$ cat src/rtl/hazard3_branch_predictor.sv
// hazard3_branch_predictor
//  Direct-mapped branch target buffer with 2-bit saturating direction counters.
//  Execute reports resolved conditional branches on the upd_* port. Fetch looks
//  up its PC on the lookup_* port and gets a registered prediction one cycle
//  later. flush_req walks every entry invalid, one entry per cycle.
//
// Parameters
//  W_ADDR     address width (PC and target)
//  N_ENTRIES  number of BTB entries, power of 2, >= 2
//  IDX_LSB    lowest PC bit used for indexing (1 = halfword aligned)
//
// Ports
//  clk, rst_n                  clock, asynchronous active-low reset
//  lookup_vld, lookup_pc       fetch lookup request
//  pred_vld, pred_taken,       registered prediction; pred_target is 0 when
//  pred_target                 pred_taken is 0
//  upd_vld, upd_pc,            resolved branch from execute
//  upd_target, upd_taken
//  flush_req                   invalidate all entries (restarts an active walk)
//  busy                        flush walk in progress
//
// Optional feature: define HAZARD3_BP_STATIC_BTFN_EN to add lookup_static_target
//  and lookup_is_bwd. On a BTB miss outside a flush, a backward branch is then
//  predicted taken towards lookup_static_target.

module hazard3_branch_predictor #(
  parameter int unsigned W_ADDR    = 32,
  parameter int unsigned N_ENTRIES = 8,
  parameter int unsigned IDX_LSB   = 1
) (
  input  logic              clk,
  input  logic              rst_n,
  input  logic              lookup_vld,
  input  logic [W_ADDR-1:0] lookup_pc,
  output logic              pred_vld,
  output logic              pred_taken,
  output logic [W_ADDR-1:0] pred_target,
  input  logic              upd_vld,
  input  logic [W_ADDR-1:0] upd_pc,
  input  logic [W_ADDR-1:0] upd_target,
  input  logic              upd_taken,
  input  logic              flush_req,
`ifdef HAZARD3_BP_STATIC_BTFN_EN
  input  logic [W_ADDR-1:0] lookup_static_target,
  input  logic              lookup_is_bwd,
`endif
  output logic              busy
);

  localparam int unsigned W_IDX = $clog2(N_ENTRIES);
  localparam int unsigned W_TAG = W_ADDR - IDX_LSB - W_IDX;

  typedef enum logic {
    S_IDLE,
    S_FLUSH
  } state_t;

  state_t             state_q, state_nxt;
  logic [W_IDX-1:0]   ptr_q, ptr_nxt;

  logic               valid_q  [N_ENTRIES];
  logic [W_TAG-1:0]   tag_q    [N_ENTRIES];
  logic [W_ADDR-1:0]  target_q [N_ENTRIES];
  logic [1:0]         ctr_q    [N_ENTRIES];

  logic [W_IDX-1:0]   lk_idx, upd_idx;
  logic [W_TAG-1:0]   lk_tag, upd_tag;
  logic               lk_hit, upd_hit;
  logic               nxt_taken;
  logic [W_ADDR-1:0]  nxt_target;

  // Bits below IDX_LSB never reach the table.
  generate
    if (IDX_LSB > 0) begin : g_lsb
      logic unused_lsb;
      assign unused_lsb = ^{lookup_pc[IDX_LSB-1:0], upd_pc[IDX_LSB-1:0]};
    end
  endgenerate

  assign busy = (state_q == S_FLUSH);

  // ---------------------------------------------------------------------------
  // Flush walk FSM
  // ---------------------------------------------------------------------------
  always_ff @(posedge clk or negedge rst_n) begin
    if (!rst_n) begin
      state_q <= S_IDLE;
      ptr_q   <= '0;
    end else begin
      state_q <= state_nxt;
      ptr_q   <= ptr_nxt;
    end
  end

  always_comb begin
    state_nxt = state_q;
    ptr_nxt   = ptr_q;
    case (state_q)
      S_IDLE: begin
        if (flush_req) begin
          state_nxt = S_FLUSH;
          ptr_nxt   = '0;
        end
      end
      S_FLUSH: begin
        // A repeated request restarts the walk, even on the last entry.
        if (flush_req) begin
          ptr_nxt = '0;
        end else if (ptr_q == W_IDX'(N_ENTRIES - 1)) begin
          state_nxt = S_IDLE;
          ptr_nxt   = '0;
        end else begin
          ptr_nxt = ptr_q + W_IDX'(1);
        end
      end
      default: begin
        state_nxt = S_IDLE;
        ptr_nxt   = '0;
      end
    endcase
  end

  // ---------------------------------------------------------------------------
  // Table read (lookup and update both read the registered state, so a
  // same-cycle lookup sees the pre-update entry)
  // ---------------------------------------------------------------------------
  always_comb begin
    lk_idx  = lookup_pc[IDX_LSB +: W_IDX];
    lk_tag  = lookup_pc[W_ADDR-1 : IDX_LSB+W_IDX];
    lk_hit  = valid_q[lk_idx] && (tag_q[lk_idx] == lk_tag);
    upd_idx = upd_pc[IDX_LSB +: W_IDX];
    upd_tag = upd_pc[W_ADDR-1 : IDX_LSB+W_IDX];
    upd_hit = valid_q[upd_idx] && (tag_q[upd_idx] == upd_tag);
  end

  always_comb begin
    nxt_taken  = 1'b0;
    nxt_target = '0;
    if (lookup_vld && state_q == S_IDLE) begin
      if (lk_hit) begin
        nxt_taken  = ctr_q[lk_idx][1];
        nxt_target = ctr_q[lk_idx][1] ? target_q[lk_idx] : '0;
      end
`ifdef HAZARD3_BP_STATIC_BTFN_EN
      else if (lookup_is_bwd) begin
        nxt_taken  = 1'b1;
        nxt_target = lookup_static_target;
      end
`endif
    end
  end

  always_ff @(posedge clk or negedge rst_n) begin
    if (!rst_n) begin
      pred_vld    <= 1'b0;
      pred_taken  <= 1'b0;
      pred_target <= '0;
    end else begin
      pred_vld    <= lookup_vld;
      pred_taken  <= nxt_taken;
      pred_target <= nxt_target;
    end
  end

  // ---------------------------------------------------------------------------
  // Table write: flush walk has priority; updates are dropped while flushing
  // ---------------------------------------------------------------------------
  always_ff @(posedge clk or negedge rst_n) begin
    if (!rst_n) begin
      for (int unsigned i = 0; i < N_ENTRIES; i++) begin
        valid_q[i]  <= 1'b0;
        tag_q[i]    <= '0;
        target_q[i] <= '0;
        ctr_q[i]    <= '0;
      end
    end else if (state_q == S_FLUSH) begin
      valid_q[ptr_q] <= 1'b0;
    end else if (upd_vld) begin
      if (upd_hit) begin
        target_q[upd_idx] <= upd_target;
        if (upd_taken) begin
          ctr_q[upd_idx] <= (ctr_q[upd_idx] == 2'b11) ? 2'b11 : ctr_q[upd_idx] + 2'd1;
        end else begin
          ctr_q[upd_idx] <= (ctr_q[upd_idx] == 2'b00) ? 2'b00 : ctr_q[upd_idx] - 2'd1;
        end
      end else if (upd_taken) begin
        valid_q[upd_idx]  <= 1'b1;
        tag_q[upd_idx]    <= upd_tag;
        target_q[upd_idx] <= upd_target;
        ctr_q[upd_idx]    <= 2'b10;
      end
    end
  end

endmodule

$ cat config.mk
export PLATFORM = sky130hd
export DESIGN_NAME = hazard3_branch_predictor
export DESIGN_NICKNAME = d
export VERILOG_FILES = /design/src/rtl/hazard3_branch_predictor.sv
export SDC_FILE = /design/constraint.sdc
export NUM_CORES = 1
export LEC_CHECK = 0
export CAP_MARGIN = 20
export CORE_MARGIN = 4
export CORE_UTILIZATION = 55
export DETAILED_ROUTE_END_ITERATION = 16
export PLACE_DENSITY = 0.74
export SKIP_LAST_GASP = 1
export SLEW_MARGIN = 20
export SYNTH_ARGS = -nofsm -noshare
export SYNTH_HDL_FRONTEND = slang
export SYNTH_SLANG_ARGS = --single-unit
$ cat constraint.sdc
create_clock -name clk -period 4.7 [get_ports clk]
set_clock_uncertainty 0.15 [all_clocks]
set_input_delay 0.94 -clock clk [delete_from_list [all_inputs] [get_ports clk]]
set_output_delay 0.94 -clock clk [all_outputs]
set_load 0.02 [all_outputs]
==> results of run 1 <==
-- final cells by class --
type / count / area share
sequential: 542 / 0.432
multi-input combinational: 1108 / 0.392
timing repair buffer: 227 / 0.0859
clock buffer: 85 / 0.0546
tap: 615 / 0.0245
clock inverter: 17 / 0.00850
inverter: 13 / 0.00156
antenna: 2 / 0.000160
-- cells in the final DEF, fill, tap and decap left out, types with 4 or more instances in the layout --
cell type          n
a211oi_1           6
a21oi_1           20
a22oi_1           27
and3_1             9
buf_12            52
buf_4             43
bufinv_16          6
clkbuf_1          11
clkbuf_16         58
clkbuf_8          17
clkdlybuf4s50_1  129
clkinv_2           7
dfrtp_1          542
inv_1             13
mux2_2           522
mux2i_1          126
mux4_2           129
nand2_1           19
nand2b_1          12
nand3_1           11
nand4_1           12
nor2_1            41
nor2b_1            8
nor3_1            10
nor3b_1            8
nor4_1            16
nor4_2             4
o21a_1             7
o21ai_0            7
o21bai_4           8
o22a_1             6
o22ai_1           21
o2bb2ai_1          8
xnor2_1           11
xor2_1            20
-- critical path: stages --
cell,delay [ns]
clkdlybuf4s50_1,0.61
buf_4,0.26
nand2_1,0.19
buf_12,0.21
a211oi_1,0.35
nor4_1,0.13
nor4_1,0.40
nand4_1,0.20
nor4_4,0.36
buf_12,0.23
o21bai_4,0.14
buf_12,0.20
mux2_2,0.28
-- power by group --
part           internal (W)  switching, W
Combinational      0.000363      0.000453
Clock               0.00284       0.00187
Sequential          0.00476     0.0000591
-- layer usage --
metal / vias up / track usage
met3: 97 / 0.0431
met1: 8834 / 0.364
met5: - / 0
met4: 4 / 0.0673
met2: 417 / 0.431
li1: 7095 / -
-- registers in the layout, summed over array words and instances, names as in the netlist --
signal       flops
target_q       256
tag_q          224
pred_target     32
ctr_q           16
valid_q          8
ptr_q            3
busy             1
pred_taken       1
pred_vld         1
-- kinds of logic after synthesis --
kind of cell	after synthesis	synth area share
xor gates and xnor gates	31	0.0102
muxes	778	0.379
DFF	542	0.512
and+or+nand+nor	169	0.0350
AOI/OAI and AO/OA	126	0.0345
adders and majority gates	4	0.00170
buffers and inverters	154	0.0273
-- metrics by stage --
stage	area (um2)	TNS, ns	worst slack [ns]	utilization
2_1_floorplan	26500	0	0.672	-
3_3_place_gp	29400	-0.527	-0.0342	0.617
3_5_place_dp	29400	-0.198	-0.0197	0.617
4_1_cts	31400	0	0.607	0.658
5_1_grt	31400	0	0.315	0.658
6_report	31400	0	0.506	0.658
-- how the worst max path moves through the flow --
stage              start       endpoint  slack [ns]  cells past startpoint
2_1_floorplan  upd_pc[1]      tag_q[46]        0.67                     11
4_1_cts        upd_pc[3]     tag_q[142]        0.61                     13
6_report       upd_pc[3]  target_q[231]        0.51                     13
3_3_place_gp   upd_pc[3]  target_q[254]       -0.03                     12
3_5_place_dp   upd_pc[3]     tag_q[142]       -0.02                     12
5_1_grt        upd_pc[3]     tag_q[144]        0.31                     12
==> results.yml, run 1 <==
status:
  status: "completed"
clock_tree:
  cts.root.buffer_cell: "clkbuf_16"
  cts_tree: "done"
  post_cts_resized: 0
  postCtsHoldBufs: 0
  cts_num_sinks: 542
  cts_buffer_depth: 3
  post_cts_buffers: 0
  htree_levels: 2
  clock_latency_ns: 0.62
  cts_buffers: 57
  clkTransAtPathRegs_ns: 0.06
worst_setup_path:
  crit_arrival_ns: 4.53
  reg2reg_slack_ns: 1.17
  r2r-start: "tag_q[20]"
  crit_path_start_kind: "input port"
  reg2reg_depth: 9
  endpoint_kind: "flop"
  crit_required_ns: 5.03
  worstSetupPathType: "in -> reg"
  path_max_fanout: 17
  reg2reg_to: "tag_q[38]"
synthesis:
  synth_ff_type: "dfrtp_1"
  yosysTopAreaCell: "dfrtp_1"
  synth.net_count: 1908
  syn_area_um2: 26500
  synthTopCellsByArea: "dfrtp_1 (51%), mux2_2 (22%), mux4_2 (11%), mux2i_1 (4.8%), buf_2 (1.0%)"
  syn_area_per_cell_um2: 14.7
  synth_common_cells: "dfrtp_1 (542), mux2_2 (522), mux4_2 (129)"
  yosys_warnings: 0
  synth_edf_count: 0
  async_reset_ff_frac: 1.00
  ys_seq_area_frac: 0.512
  syn-instance-count: 1804
  ys_types: 55
  ys_ff_latch: 542
  yosysMostFrequentCell: "dfrtp_1"
  synth_top_area_share: 0.512
drt:
  wirelength_um: 65900
  route.top_layer_used: "met5"
  post-route-drc-count: 0
  wl_met1_um: 28200
  ant_nets: 0
  dr.pass1.iters: 5
  dr_wl_met3_um: 3390
  viasPerCell: 6.30
  dr_wl_met2_um: 32900
  wl_per_cell_um: 25.3
  num_vias: 16447
  dr.first_iter.drc_count: 1208
timing:
  maxSlewHeadroom: 0.359
  period_share: 0.892
  rsz0062_at_grt: "no"
  maxSlewViolCount: 0
  clock.fmax_ghz: 0.238
  hold_slack_ns: 0.230
  period_minus_slack_ns: 4.19
  hold_viol: 0
  setup_violations: 0
  max_slew.worst_pin.slew_ns: 0.961
die:
  die_h_um: 228
  dieArea_um2: 51800
  die_w_um: 228
  ioPinCount: 137
  rows: 80
  coreArea_um2: 47600
  start_util: 0.556
power_and_ir_drop:
  pwr_density_cell_nw_per_um2: 330
  leakagePower_nw: 14.9
  max-vdd-ir-drop_mv: 0.422
  p_total_w: 0.0103
placed_design:
  hpwl_um: 42600
  io_buffers: 134
  gp_congestion: 0.875
  placed_cells: 2505
final_layout:
  register_area_um2: 13600
  multiInputGateArea_um2: 12300
  area_growth_pct: 18.3
  fillCellCount: 3364
  layout.cells.non_filler: 2609
  layout-drive-gt1-share: 0.431
  fin_nets: 2053
global_routing:
  grt.total_usage: 0.260
  antenna_found_initial: 3
  first_global_vias: 17629
  gr-total-overflow: 0
  grt_pass1_wl_um: 104000
  grt_max_degree: 109
flow_run:
  maxCapViolCount: 0
min_path:
  hp-class: "in -> async"
Power figures use the tool's default switching activity.
==> run 2: changes to the inputs <==
--- a/config.mk
+++ b/config.mk
@@ -9,7 +9,7 @@
 export CORE_MARGIN = 4
 export CORE_UTILIZATION = 55
 export DETAILED_ROUTE_END_ITERATION = 16
-export PLACE_DENSITY = 0.74
+export PLACE_DENSITY = 0.8
 export SKIP_LAST_GASP = 1
 export SLEW_MARGIN = 20
 export SYNTH_ARGS = -nofsm -noshare
==> run 2 against run 1 <==
  * Hold slack got worse by 0.18 ns
  * Final area fell by 0.60%
  * Sequential cell count is the same
  * Via count shrank 0.24%
  * Critical path depth down 1
  * Sequential power hardly changed
  * Final cell count fell by 0.11%
  * Register-to-register slack better by 0.19 ns
  * Die area is the same
  * Clock power is 2% lower
  * Critical endpoint is now target_q[184]
  * Largest cell class unchanged
  * Highest routed layer unchanged
==> results.yml, run 2 (same netlist as run 1, synthesis figures left out) <==
die:
  rows: 80
  die_w_um: 228
  die_h_um: 228
  ioPinCount: 137
  coreArea_um2: 47600
  start_util: 0.556
  dieArea_um2: 51800
final_layout:
  layout-drive-gt1-share: 0.427
  fillCellCount: 3309
  fin_nets: 2045
  multiInputGateArea_um2: 12300
  register_area_um2: 13600
  largest_reg_flops: 256
  top_register: "target_q"
  area_growth_pct: 17.6
  final_cell_mix: "dfrtp_1 (542), mux2_2 (522), mux4_2 (129), clkdlybuf4s50_1 (129), mux2i_1 (126)"
  top_regs: "target_q x256, tag_q x224, pred_target x32"
  final_common_cell: "dfrtp_1"
global_routing:
  grt.total_usage: 0.256
  gr-total-overflow: 0
  first_global_vias: 17877
  antenna_found_initial: 5
  use_met3: 0.0522
  grt_max_degree: 128
  grt_util_met1: 0.346
  grt_pass1_wl_um: 103000
  grt.busiest_layer: "met2"
  grt_use_met2: 0.423
drt:
  viasPerCell: 6.30
  dr.first_iter.drc_count: 1226
  num_vias: 16408
  post-route-drc-count: 0
  dr.pass1.iters: 5
  wl_per_cell_um: 25.1
  wirelength_um: 65400
  ant_nets: 0
clock_tree:
  clkTransAtPathRegs_ns: 0.06
  cts_buffer_depth: 3
  cts_tree: "done"
  cts_buffers: 55
  cts_num_sinks: 542
  post_cts_resized: 0
  htree_levels: 2
  post_cts_buffers: 0
  clock_latency_ns: 0.64
  cts.root.buffer_cell: "clkbuf_16"
  postCtsHoldBufs: 0
timing:
  max_slew.worst_pin.slew_ns: 0.843
  clock.fmax_ghz: 0.253
  setup_violations: 0
  period_share: 0.842
  maxSlewViolCount: 0
  hold_viol: 0
  fin_setup_tns_ns: 0
  period_minus_slack_ns: 3.96
  maxSlewHeadroom: 0.438
  worst_slack_ns: 0.742
  rsz0062_at_grt: "no"
  hold_slack_ns: 0.0491
worst_setup_path:
  crit_start: "upd_pc[2]"
  reg2reg_depth: 9
  r2r-start: "tag_q[48]"
  crit_arrival_ns: 4.29
  crit_path_start_kind: "input port"
  reg2reg_slack_ns: 1.36
  reg2reg_to: "tag_q[55]"
  worstSetupPathType: "in -> reg"
  endpoint_kind: "flop"
  crit_required_ns: 5.04
  path_max_fanout: 19
status:
  status: "completed"
placed_design:
  hpwl_um: 41700
  place_ws_ns: 0.149
  gp_congestion: 0.852
  io_buffers: 134
power_and_ir_drop:
  pwr_density_cell_nw_per_um2: 329
  leakagePower_nw: 14.8
  max-vdd-ir-drop_mv: 0.244
min_path:
  hp-class: "in -> async"
flow_run:
  maxCapViolCount: 0
[run 2: cell count changes in the layout (fill, tap and decap cells not counted), sizes merged]
cell | before | now
buf | 97 | 91
bufinv | 6 | 7
clkbuf | 86 | 83
clkinv | 8 | 11
diode | 2 | 4
[run 2: through the flow]
| stage | power, W | area (um2) | std cells | util |
|---|---|---|---|---|
| 2_1_floorplan | 0.00532 | 26500 | 1804 | - |
| 3_3_place_gp | 0.00568 | 29200 | 2498 | 0.613 |
| 3_5_place_dp | 0.00571 | 29200 | 2498 | 0.613 |
| 4_1_cts | 0.0103 | 31100 | 2601 | 0.654 |
| 5_1_grt | 0.0106 | 31200 | 2603 | 0.654 |
| 6_report | 0.0103 | 31200 | 2606 | 0.654 |
[run 2: how the worst max path moves through the flow]
stage / to / slack, ns / depth (start not counted)
3_5_place_dp: target_q[73] / 0.15 / 12
4_1_cts: target_q[186] / 0.77 / 12
6_report: target_q[184] / 0.74 / 12
5_1_grt: tag_q[33] / 0.62 / 11
3_3_place_gp: target_q[68] / 0.21 / 12
2_1_floorplan: tag_q[46] / 0.67 / 11
[run 2: routing by layer]
layer  share of wire  vias to the layer above
li1                -                     7087
met1            0.41                     8702
met2            0.50                      481
met3           0.057                      132
met4           0.028                        6
met5         0.00072                        -
[run 2: cell type report]
class | count | area share
clock buffer | 82 | 0.0509
clock inverter | 21 | 0.0112
multi-input combinational | 1108 | 0.395
antenna | 4 | 0.000321
sequential | 542 | 0.435
timing repair buffer | 221 | 0.0816
tap | 615 | 0.0247
inverter | 13 | 0.00157
[run 2: worst max-delay path, stage by stage]
cell,delay (ns)
clkdlybuf4s50_1,0.51
buf_12,0.18
mux4_2,0.50
mux2i_1,0.20
xnor2_1,0.17
nor4b_1,0.35
nand4_1,0.22
nor4_4,0.37
buf_12,0.22
o21bai_4,0.08
buf_4,0.22
mux2_2,0.29
[run 2: power breakdown]
group | switching, W | internal, W | total (W)
Combinational | 0.000450 | 0.000361 | 0.000811
Clock | 0.00189 | 0.00274 | 0.00463
Sequential | 0.0000598 | 0.00476 | 0.00482
==> run 3: changes to the inputs <==
--- a/config.mk
+++ b/config.mk
@@ -9,7 +9,7 @@
 export CORE_MARGIN = 4
 export CORE_UTILIZATION = 55
 export DETAILED_ROUTE_END_ITERATION = 16
-export PLACE_DENSITY = 0.8
+export PLACE_DENSITY = 0.83
 export SKIP_LAST_GASP = 1
 export SLEW_MARGIN = 20
 export SYNTH_ARGS = -nofsm -noshare
==> constraint.sdc (replaced) <==
create_clock -name clk -period 3.5 [get_ports clk]
set_clock_uncertainty 0.15 [all_clocks]
set_input_delay 0.7 -clock clk [delete_from_list [all_inputs] [get_ports clk]]
set_output_delay 0.7 -clock clk [all_outputs]
set_load 0.02 [all_outputs]
==> run 3 against run 2 <==
  * Final area rose by 4.5%
  * Hold slack improved by 0.30 ns
  * Sequential share of layout area shrank 1.9 points
  * Core utilization is 2.9 points higher
  * Sequential cell count unchanged
  * Power rose by 35%
  * Highest routed layer unchanged
==> results.yml, run 3 (same netlist as run 1, synthesis figures left out) <==
clock_tree:
  cts_tree: "done"
  cts_buffers: 55
  cts_num_sinks: 542
  clock_latency_ns: 0.63
  cts.root.buffer_cell: "clkbuf_16"
  cts_buffer_depth: 3
  clkTransAtPathRegs_ns: 0.06
  htree_levels: 2
power_and_ir_drop:
  p_clk_frac: 0.445
  switching_share: 0.237
  leakagePower_nw: 15.6
  switchingPower_w: 0.00329
  max-vdd-ir-drop_mv: 0.404
  pwr_density_cell_nw_per_um2: 427
  intPower_w: 0.0106
  combPwrFrac: 0.089
  pwr-share-seq: 0.466
final_layout:
  register_area_um2: 13600
  final_cell_mix: "dfrtp_1 (542), mux2_2 (501), buf_4 (158)"
  area_growth_pct: 22.9
  fillCellCount: 3088
  top_register: "target_q"
  multiInputGateArea_um2: 12600
  layout-drive-gt1-share: 0.474
  top_regs: "target_q x256, tag_q x224, pred_target x32"
  layout.cells.non_filler: 2730
  final_common_cell: "dfrtp_1"
  antennaDiodeCount: 0
  fin_nets: 2173
  post-route-util: 0.684
  design_area_um2: 32600
  largest_reg_flops: 256
drt:
  wirelength_um: 68700
  dr.pass1.iters: 5
  wl_per_cell_um: 25.2
  post-route-drc-count: 0
  dr.first_iter.drc_count: 1380
  ant_nets: 0
  viasPerCell: 6.31
  num_vias: 17214
global_routing:
  grt.total_usage: 0.268
  first_global_vias: 18577
  grt_max_degree: 81
  grt_pass1_wl_um: 108000
  antenna_found_initial: 1
  gr-total-overflow: 0
timing:
  maxSlewViolCount: 0
  maxSlewHeadroom: 0.508
  worst_slack_ns: 0.104
  setup_violations: 0
  period_minus_slack_ns: 3.40
  rsz0062_at_grt: "no"
  clock.fmax_ghz: 0.294
  hold_viol: 0
  hold_slack_ns: 0.348
  period_share: 0.970
  max_slew.worst_pin.slew_ns: 0.738
worst_setup_path:
  crit_required_ns: 3.85
  path_max_fanout: 12
  endpoint_kind: "flop"
  crit_arrival_ns: 3.75
  crit_path_start_kind: "input port"
  worstSetupPathType: "in -> reg"
die:
  rows: 80
  coreArea_um2: 47600
  die_h_um: 228
  die_w_um: 228
  ioPinCount: 137
  start_util: 0.556
  dieArea_um2: 51800
placed_design:
  io_buffers: 134
  hpwl_um: 46400
  place_ws_ns: -0.850
  placed_area_um2: 30500
  placed_cells: 2623
  gp_congestion: 0.928
flow_run:
  maxCapViolCount: 0
status:
  status: "completed"
min_path:
  hp-class: "reg -> reg"
==> run 3: cell count changes in the layout (fill, tap and decap cells not counted), sizes merged <==
cell | previous run | this run
dlygate4sd3 | 0 | 1
dlygate4sd2 | 0 | 1
diode | 4 | 0
buf | 91 | 217
inv | 14 | 16
bufbuf | 0 | 1
clkdlybuf4s50 | 129 | 127
bufinv | 7 | 6
==> run 3: timing repair <==
action | in CTS | in global routing
setup endpoints to repair | 498 | 501
hold buffers | 1 | 0
hold endpoints to repair | 66 | 0
setup buffers | 3 | 0
pin swaps | 4 | 3
cloned | 1 | 0
gates resized for setup | 17 | 5
==> run 3: worst paths after layout <==
path | startpoint | to | slack, ns | cells after the start
worst max-delay path | upd_pc[2] | target_q[250] | 0.10 | 16
worst min-delay path | ctr_q[2] | ctr_q[2] | 0.35 | 1
worst max register to register | tag_q[160] | target_q[250] | 0.22 | 11
worst min register to register | ctr_q[2] | ctr_q[2] | 0.35 | 1
max in group asynchronous | rst_n | target_q[128] | 1.75 | 3
min in group asynchronous | rst_n | tag_q[199] | 0.54 | 2
==> run 3: routing by layer <==
metal	vias up	wire [um]	track usage
met2	584	34500	0.444
met5	-	13	0
met1	9143	27700	0.360
met3	142	4250	0.0520
met4	2	2160	0.0935
li1	7343	-	-
==> run 3: critical path: stages <==
cell	delay, ns
dlygate4sd2_1	0.27
buf_12	0.16
nand2b_4	0.15
buf_12	0.14
buf_4	0.14
o22ai_1	0.20
a221oi_2	0.07
xnor2_1	0.30
buf_4	0.18
nand4_1	0.12
nor4_4	0.40
buf_4	0.18
buf_12	0.13
o21bai_4	0.12
buf_4	0.20
mux2_2	0.28
==> run 3: stage by stage <==
stage	setup TNS (ns)	power [W]
6_report	0	0.0139
5_1_grt	0	0.0144
4_1_cts	0	0.0140
3_5_place_dp	-390.17	0.00780
3_3_place_gp	-346.72	0.00775
2_1_floorplan	-5.53	0.00717
==> run 3: layout make-up <==
| type | instances | share of cell area |
|---|---|---|
| Sequential cell | 542 | 0.416 |
| Multi-Input combinational cell | 1108 | 0.386 |
| Timing Repair Buffer | 349 | 0.114 |
| Clock buffer | 81 | 0.0486 |
| Tap cell | 615 | 0.0236 |
| Clock inverter | 22 | 0.0106 |
| Inverter | 13 | 0.00150 |
==> run 3: power by group through the flow <==
stage          logic (W)  clock network (W)  registers, W
3_5_place_dp     0.00121                  0       0.00658
6_report         0.00124            0.00618       0.00648
5_1_grt          0.00133            0.00655       0.00648
3_3_place_gp     0.00118                  0       0.00657
4_1_cts          0.00123            0.00627       0.00647
2_1_floorplan   0.000614                  0       0.00655
